$ cat src/rtl/drive_mode_ctrl.sv
// Drive-mode controller: NS/S/M state machine with pedal-based engine start,
// latched direction, stall pulse, and an optional odometer (macro DRIVE_ODOMETER_EN).
module drive_mode_ctrl #(
  parameter int unsigned START_CYC = 4,
  parameter int unsigned TICK_DIV  = 10
) (
  input  logic        clk,
  input  logic        rst,
  input  logic        power,
  input  logic        throttle,
  input  logic        clutch,
  input  logic        brake,
  input  logic        reverse,
  output logic [1:0]  state,
  output logic        dir,
  output logic        stall,
  output logic [15:0] odometer
);

  typedef enum logic [1:0] {
    ST_NS = 2'b00,
    ST_S  = 2'b01,
    ST_M  = 2'b10
  } state_e;

  localparam logic [7:0] START_LAST = 8'(START_CYC - 1);

  if (START_CYC < 1 || START_CYC > 255) begin : g_bad_start_cyc
    $error("drive_mode_ctrl: START_CYC out of range 1..255");
  end
  if (TICK_DIV < 1 || TICK_DIV > 65535) begin : g_bad_tick_div
    $error("drive_mode_ctrl: TICK_DIV out of range 1..65535");
  end

  state_e     state_q, state_d;
  logic [7:0] start_cnt_q, start_cnt_d;
  logic       dir_q, dir_d;
  logic       stall_q, stall_d;

  always_comb begin
    // NOTE: every signal assigned here gets a default first, so no path can infer a latch.
    state_d     = state_q;
    start_cnt_d = '0;
    stall_d     = 1'b0;
    dir_d       = (state_q == ST_M) ? dir_q : reverse;

    // Loss of power overrides every transition, including a pending start or stall.
    if (!power) begin
      state_d = ST_NS;
    end else begin
      unique case (state_q)
        ST_NS: begin
          if (throttle && clutch) begin
            // The counter tops out at START_CYC-1 and clears on the transition, so it never wraps.
            if (start_cnt_q == START_LAST) begin
              state_d = ST_S;
            end else begin
              start_cnt_d = start_cnt_q + 8'd1;
            end
          end
        end
        ST_S: begin
          if (throttle && !clutch) begin
            state_d = ST_M;
          end
        end
        ST_M: begin
          if (brake) begin
            if (clutch) begin
              state_d = ST_S;
            end else begin
              state_d = ST_NS;
              stall_d = 1'b1;
            end
          end
        end
        default: state_d = ST_NS;
      endcase
    end
  end

  always_ff @(posedge clk) begin
    // NOTE: sequential state uses non-blocking assignments so all flops update together.
    if (rst) begin
      state_q     <= ST_NS;
      start_cnt_q <= '0;
      dir_q       <= 1'b0;
      stall_q     <= 1'b0;
    end else begin
      state_q     <= state_d;
      start_cnt_q <= start_cnt_d;
      dir_q       <= dir_d;
      stall_q     <= stall_d;
    end
  end

  assign state = state_q;
  assign dir   = dir_q;
  assign stall = stall_q;

`ifdef DRIVE_ODOMETER_EN
  localparam logic [15:0] TICK_LAST = 16'(TICK_DIV - 1);

  logic [15:0] tick_cnt_q, tick_cnt_d;
  logic [15:0] odometer_q, odometer_d;

  always_comb begin
    tick_cnt_d = '0;
    odometer_d = odometer_q;
    if (state_q == ST_M) begin
      if (tick_cnt_q == TICK_LAST) begin
        if (odometer_q != 16'hFFFF) begin
          odometer_d = odometer_q + 16'd1;
        end
      end else begin
        tick_cnt_d = tick_cnt_q + 16'd1;
      end
    end
  end

  always_ff @(posedge clk) begin
    if (rst) begin
      tick_cnt_q <= '0;
      odometer_q <= '0;
    end else begin
      tick_cnt_q <= tick_cnt_d;
      odometer_q <= odometer_d;
    end
  end

  assign odometer = odometer_q;
`else
  assign odometer = 16'h0000;
`endif

endmodule

$ cat config.mk
export PLATFORM = sky130hd
export DESIGN_NAME = drive_mode_ctrl
export DESIGN_NICKNAME = d
export VERILOG_FILES = /design/src/rtl/drive_mode_ctrl.sv
export SDC_FILE = /design/constraint.sdc
export NUM_CORES = 1
export LEC_CHECK = 0
export CAP_MARGIN = 20
export CORE_ASPECT_RATIO = 0.7
export CORE_MARGIN = 1.5
export CORE_UTILIZATION = 35
export DETAILED_ROUTE_END_ITERATION = 6
export PLACE_DENSITY_LB_ADDON = 0.12
export SLEW_MARGIN = 20
export SYNTH_ARGS = -nofsm -noshare
export SYNTH_HDL_FRONTEND = slang
export SYNTH_SLANG_ARGS = --single-unit
$ cat constraint.sdc
create_clock -name clk -period 2.3 [get_ports clk]
set_input_delay 0.23 -clock clk [delete_from_list [all_inputs] [get_ports clk]]
set_output_delay 0.23 -clock clk [all_outputs]
set_load 0.03 [all_outputs]
# ---- Yosys cells after proc, flatten, opt, wreduce, memory -nomap -nowiden
# Index checks and enable logic that the tools add are counted.
dict set report classes {
  n_eq_ne 7
  addsub 1
  reduce_logical 8
  bitwise_logic 5
  mux 7
}
# cell count
set op_table {}
lappend op_table {{adder 8 x 1 -> 8 bit, second input constant} 1}
lappend op_table {{equality test 8 x 2 -> 1 bit, second input constant} 1}
lappend op_table {{two-way mux 2 bit} 4}
lappend op_table {{!= test 2 bit, second input constant} 4}
lappend op_table {{case mux 2 bit (3 select lines)} 1}
lappend op_table {{NOT 1 bit} 5}
lappend op_table {{OR reduction 5 bit} 1}
lappend op_table {{AND reduction 4 bit} 1}
lappend op_table {{OR reduction 4 bit} 1}
lappend op_table {{equality test 2 x 1 -> 1 bit, second input constant} 1}
lappend op_table {{equality test 2 bit, second input constant} 1}
lappend op_table {{logical AND 1 bit} 2}
lappend op_table {{zero test 2 bit} 1}
lappend op_table {{two-way mux 1 bit} 2}
lappend op_table {{OR reduction 2 bit} 1}
lappend op_table {{zero test 1 bit} 1}
dict set report word_totals {
  inputBits 7
  word_cells 32
  regBits 12
  output_inout_bits 20
}

# ---- Longest topological paths before layout
dict set report depth {
  ltp_word 4
  depth_mapped 4
  ltp_nobuf 4
}

# ---- Worst setup path before layout
# OpenSTA, ideal clock, no wires.
dict set report synth_timing {
  kind {register to register}
  startpoint {reg start_cnt_q[0]}
  endpoint {reg state_q[0], in the netlist state[0]}
  setup_slack_ps 733
  required_ps 2240
  period_less_slack_ps 1567
  t_arrival_ps 1507
  path_stages_with_launch 5
  path_buffers 0
  path_cell_list {dfxtp_1 > ha_1 > or4b_4 > o41ai_1 > and4bb_2}
}
dict set report synth_between {
  elab_chain_cells 3
}
# item line_no
set synth_lines {}
lappend synth_lines {{start: declaration} 36} ;# logic [7:0] start_cnt_q, start_cnt_d;
lappend synth_lines {{start signal: assignment} 91} ;# start_cnt_q <= start_cnt_d;
lappend synth_lines {{equality test 8 x 2 -> 1 bit} 55} ;# if (start_cnt_q == START_LAST) begin
lappend synth_lines {{!= test 2 bit (no line)} n/a}
lappend synth_lines {{AND reduction 4 bit (no line)} n/a}
lappend synth_lines {{end signal: assignment} 90} ;# state_q <= state_d;
lappend synth_lines {{end: declaration} 35} ;# state_e state_q, state_d;
# Every way passes these cells.
# A chain may end at the register's enable or synchronous reset.

# ---- Worst setup path in the final report
# Same ends and word-level chain as after synthesis.

==> results.md <==
Status:
- The run finished with clean final reports.

Yosys:
- Sorting the synthesized cells by how often they occur yields sky130_fd_sc_hd__buf_4 (16), sky130_fd_sc_hd__dfxtp_1 (12), sky130_fd_sc_hd__nand2b_1 (4), sky130_fd_sc_hd__nand3_1 (4), sky130_fd_sc_hd__o21ai_0 (4).
- The largest area contributor in the netlist is sky130_fd_sc_hd__dfxtp_1.
- The post-synthesis sequential element count is 12.
- The number of instances in the synthesized netlist is 75.
- The share of async-settable or async-resettable flops after synthesis is 0%.
- The count of different cell masters after synthesis is 30.
- The average cell area after synthesis is between 9 and 10 µm².
- Yosys attributes the largest share of cell area to sky130_fd_sc_hd__dfxtp_1 (35%), sky130_fd_sc_hd__buf_4 (18%), sky130_fd_sc_hd__nand2b_1 (3.7%).
- The top cell type by area accounts for about a third of the synthesized area.
- Counting flops with a built-in enable in the synthesized netlist gives 0.
- sky130_fd_sc_hd__buf_4 is the most common cell in the netlist.
- The share of the Yosys chip area taken by registers is 35.2%.
- For this run, the number of Yosys warnings is 0.
- The most instantiated flip-flop cell in the synthesis netlist is sky130_fd_sc_hd__dfxtp_1.
- The cell area that synthesis handed to floorplanning was 683 µm².

Worst setup path:
- The worst setup path is launched from a register.
- The family with the most delay on the worst path is simple AND/OR/NAND/NOR gates.
- The number of buffers and inverters on the critical path is 0.
- Along the worst path, the maximum fanout reaches 5.
- The worst setup path is of the reg -> reg kind.
- STA puts the critical path data required time at 2.53 ns.
- The slowest stage of the critical path belongs to the cell sky130_fd_sc_hd__or4b_4.
- The worst stage delay on the critical path is 0.50 ns.
- The critical path goes through ha_1 -> or4b_4 -> o41ai_1 -> and4bb_2.
- The data arrival time at the worst-slack endpoint is 1.92 ns.
- The worst setup path is captured at a register.

Clock tree:
- The CTS tree is yes.
- The clock latency of the later-clocked register in the worst-skew pair is 0.28 ns.
- The number of clock buffers inserted by TritonCTS is 3.
- Clock tree synthesis selected as its root buffer the cell sky130_fd_sc_hd__clkbuf_4.
- The maximum level of the CTS H-tree is 1.
- The count of instances resized after the clock tree is built is 0.
- The clock transition at the registers of the reported paths is 0.09 ns.
- In this run, post-CTS hold repair placed 0 buffers.
- The clock passes through at most 2 buffers.
- Once the clock tree was built, the setup fixing pass inserted 0 buffers.
- The TritonCTS sink count is 12.

Cells and area:
- The core occupancy in the finished layout is 42.0%.
- The diode insertion count for antenna repair is 0.
- The number of nets in the final layout is 96.
- The area added between synthesis and finish is 14.1%.
- Cells with a size suffix above 1 make up 8.05% of the layout.
- The count of filler cells inserted in the layout is between 150 and 200.
- The finished layout holds ~110 standard cells, fillers aside.

Pwr:
- The switching portion of total power is 28.1%.
- Dividing total power by cell area gives a power density of 578 nW/µm².
- Summed over all cells, the static leakage comes to 0.000286 µW.
- The power dissipated by switching net loads is between 100 and 150 µW.
- The part of the total power dissipated in the clock network is between 30% and 40%.
- VDD sags by at most 0.000291 V.
- The internal power of the cells is 324 µW.
- Per report_power, the sequential group accounts for 46.9% of the total.
- Combinational logic burns approximately 14% of the power.

Detailed routing:
- The per-cell routed wire length is 10.8 µm.
- In the routed design, unresolved DRC markers number 0.
- The average via count per standard cell is 4.67.
- The number of iterations in the first detailed-routing pass is 3.
- The DRC violation total after the first TritonRoute iteration is 13.
- For this block, the routed nets add up to between 1000 and 1500 µm of wire.
- Across all layers, the routed design uses 509 vias.
- The number of nets still failing antenna checks after routing is 0.

STA:
- Dividing the final minimum period by the clock period gives 73.6%.
- The setup TNS is 0 ns.
- Counting I/O delays and the setup requirement, the final critical path takes 1.69 ns.
- Static timing analysis puts the maximum clock frequency at 0.591 GHz.
- The final number of hold-violating endpoints is 0.
- The post-route clock skew is roughly 0.0075 ns.
- The tightest hold path in the finished design has a slack of 0.506 ns.
- The total count of max-transition violations in the final report was 0.
- Setup repair after global routing left no endpoint under its margin.
- The number of failing setup endpoints in the final timing report is 0.

Die:
- The die is 40.0 µm tall.
- The I/O pin total is 27.
- The number of cell rows is 13.
- The core footprint is 1850 µm².
- The die outline area is 2230 µm².
- The effective utilization at floorplan is 36.8%.
- The die is 55.8 µm wide.

Hold path:
- The worst min-delay path class is reg -> reg.

Global routing:
- After global routing the overflow that remains totals 0.
- The number of global-route vias before repair is ~430.
- The first-pass GRT wire length is around 2000 µm.
- The global routing usage summed across all routing layers is 12.8%.
- The number of antenna violations at the first check in global routing came to 0.
- Entering global routing, the biggest net connects 9 pins.

Place:
- The total half-perimeter wirelength after legalization and detailed placement is 906 µm.
- The final weighted congestion in routability-driven placement is 0.744.
- The number of placed instances, taps included is 105.
- Port buffering added 10 buffers.

Flow run:
- The count of max-cap constraint violations is 0.
worst register-to-register path: cells and delay by family (launching register included):
family                   cells  cell delay, ns
flip-flops                   1            0.39
AO/OA/AOI/OAI                1            0.25
adder cells (fa/ha/maj)      1            0.26
AND/OR/NAND/NOR              2            0.75
sequential cells by signal (all words and copies together) (netlist names):
| register | cells |
|---|---|
| start_cnt_q | 8 |
| stall | 1 |
| dir | 1 |
| state | 2 |
metal layers:
metal	global-route usage, %	share of wire (%)	wire length [µm]
met1	16.1	55	650
met3	5.81	5.8	68
met4	7.32	2.0	24
met2	18.5	37	432
met5	0	0	0
cell type report:
| type | count | area, µm² | share of cell area, % |
|---|---|---|---|
| multi-input combinational | 59 | 368 | 47.2 |
| inverter | 2 | 7.51 | 0.963 |
| timing repair buffer | 10 | 100 | 12.8 |
| clock buffer | 4 | 36.3 | 4.65 |
| sequential | 12 | 240 | 30.8 |
| tap | 22 | 27.5 | 3.53 |
power by group through the flow:
stage	registers, µW	logic (µW)	clock network (µW)
2_1_floorplan	219	65.1	0
3_3_place_gp	216	63.9	0
3_5_place_dp	216	64.0	0
4_1_cts	212	64.1	181
5_1_grt	212	68.8	187
6_report	212	64.3	175
final timing paths:
path / start / end / slack, ns / cells past startpoint
setup / recovery: start_cnt_q[0] / state[0] / 0.61 / 4
hold / removal: dir / dir / 0.51 / 2
setup reg to reg: start_cnt_q[0] / state[0] / 0.61 / 4
hold reg to reg: dir / dir / 0.51 / 2
through the flow:
step                total power (µW)  setup slack, ns  instance area, µm²
floorplan                        284            0.733                 739
global placement                 280            0.487                 743
detailed placement               281            0.473                 743
CTS                              457            0.599                 779
global route                     468            0.473                 779
finish                           451            0.607                 779
placed cells by master (no fill, tap or decap):
master                             n
sky130_fd_sc_hd__a21oi_1           1
sky130_fd_sc_hd__mux2i_1           1
sky130_fd_sc_hd__nand3b_1          1
sky130_fd_sc_hd__clkbuf_4          3
sky130_fd_sc_hd__nand3_1           4
sky130_fd_sc_hd__nor2b_1           1
sky130_fd_sc_hd__or4b_4            1
sky130_fd_sc_hd__clkdlybuf4s50_1  10
sky130_fd_sc_hd__nand2_1           1
sky130_fd_sc_hd__nor3b_1           1
sky130_fd_sc_hd__dfxtp_1          12
sky130_fd_sc_hd__and3b_1           1
sky130_fd_sc_hd__nor4_4            1
sky130_fd_sc_hd__xor2_1            2
sky130_fd_sc_hd__o22a_1            1
sky130_fd_sc_hd__ha_1              1
sky130_fd_sc_hd__nor2_1            3
sky130_fd_sc_hd__nor4bb_1          1
sky130_fd_sc_hd__conb_1           16
sky130_fd_sc_hd__a211oi_1          3
sky130_fd_sc_hd__or3_1             3
sky130_fd_sc_hd__clkbuf_8          1
sky130_fd_sc_hd__nor4_1            1
sky130_fd_sc_hd__xnor2_1           1
sky130_fd_sc_hd__o21ai_0           4
sky130_fd_sc_hd__and4bb_2          1
sky130_fd_sc_hd__nand2b_1          4
sky130_fd_sc_hd__nand4_1           1
sky130_fd_sc_hd__inv_1             2
sky130_fd_sc_hd__o41ai_1           1
sky130_fd_sc_hd__nor3_1            3
cell families (layout without fill, tap and decap cells):
kind of cell / Yosys count / count (layout) / share of synthesized area [%]
AO/OA/AOI/OAI: 10 / 10 / 9.52
buffers and inverters: 19 / 16 / 19.2
adder cells (fa/ha/maj): 1 / 1 / 1.83
other: 1 / 16 / 0.549
multiplexers: 1 / 1 / 1.47
flip-flops: 12 / 12 / 35.2
XOR/XNOR: 3 / 3 / 3.85
AND/OR/NAND/NOR: 28 / 28 / 28.4
No activity file was read; power rests on OpenSTA's default activity.
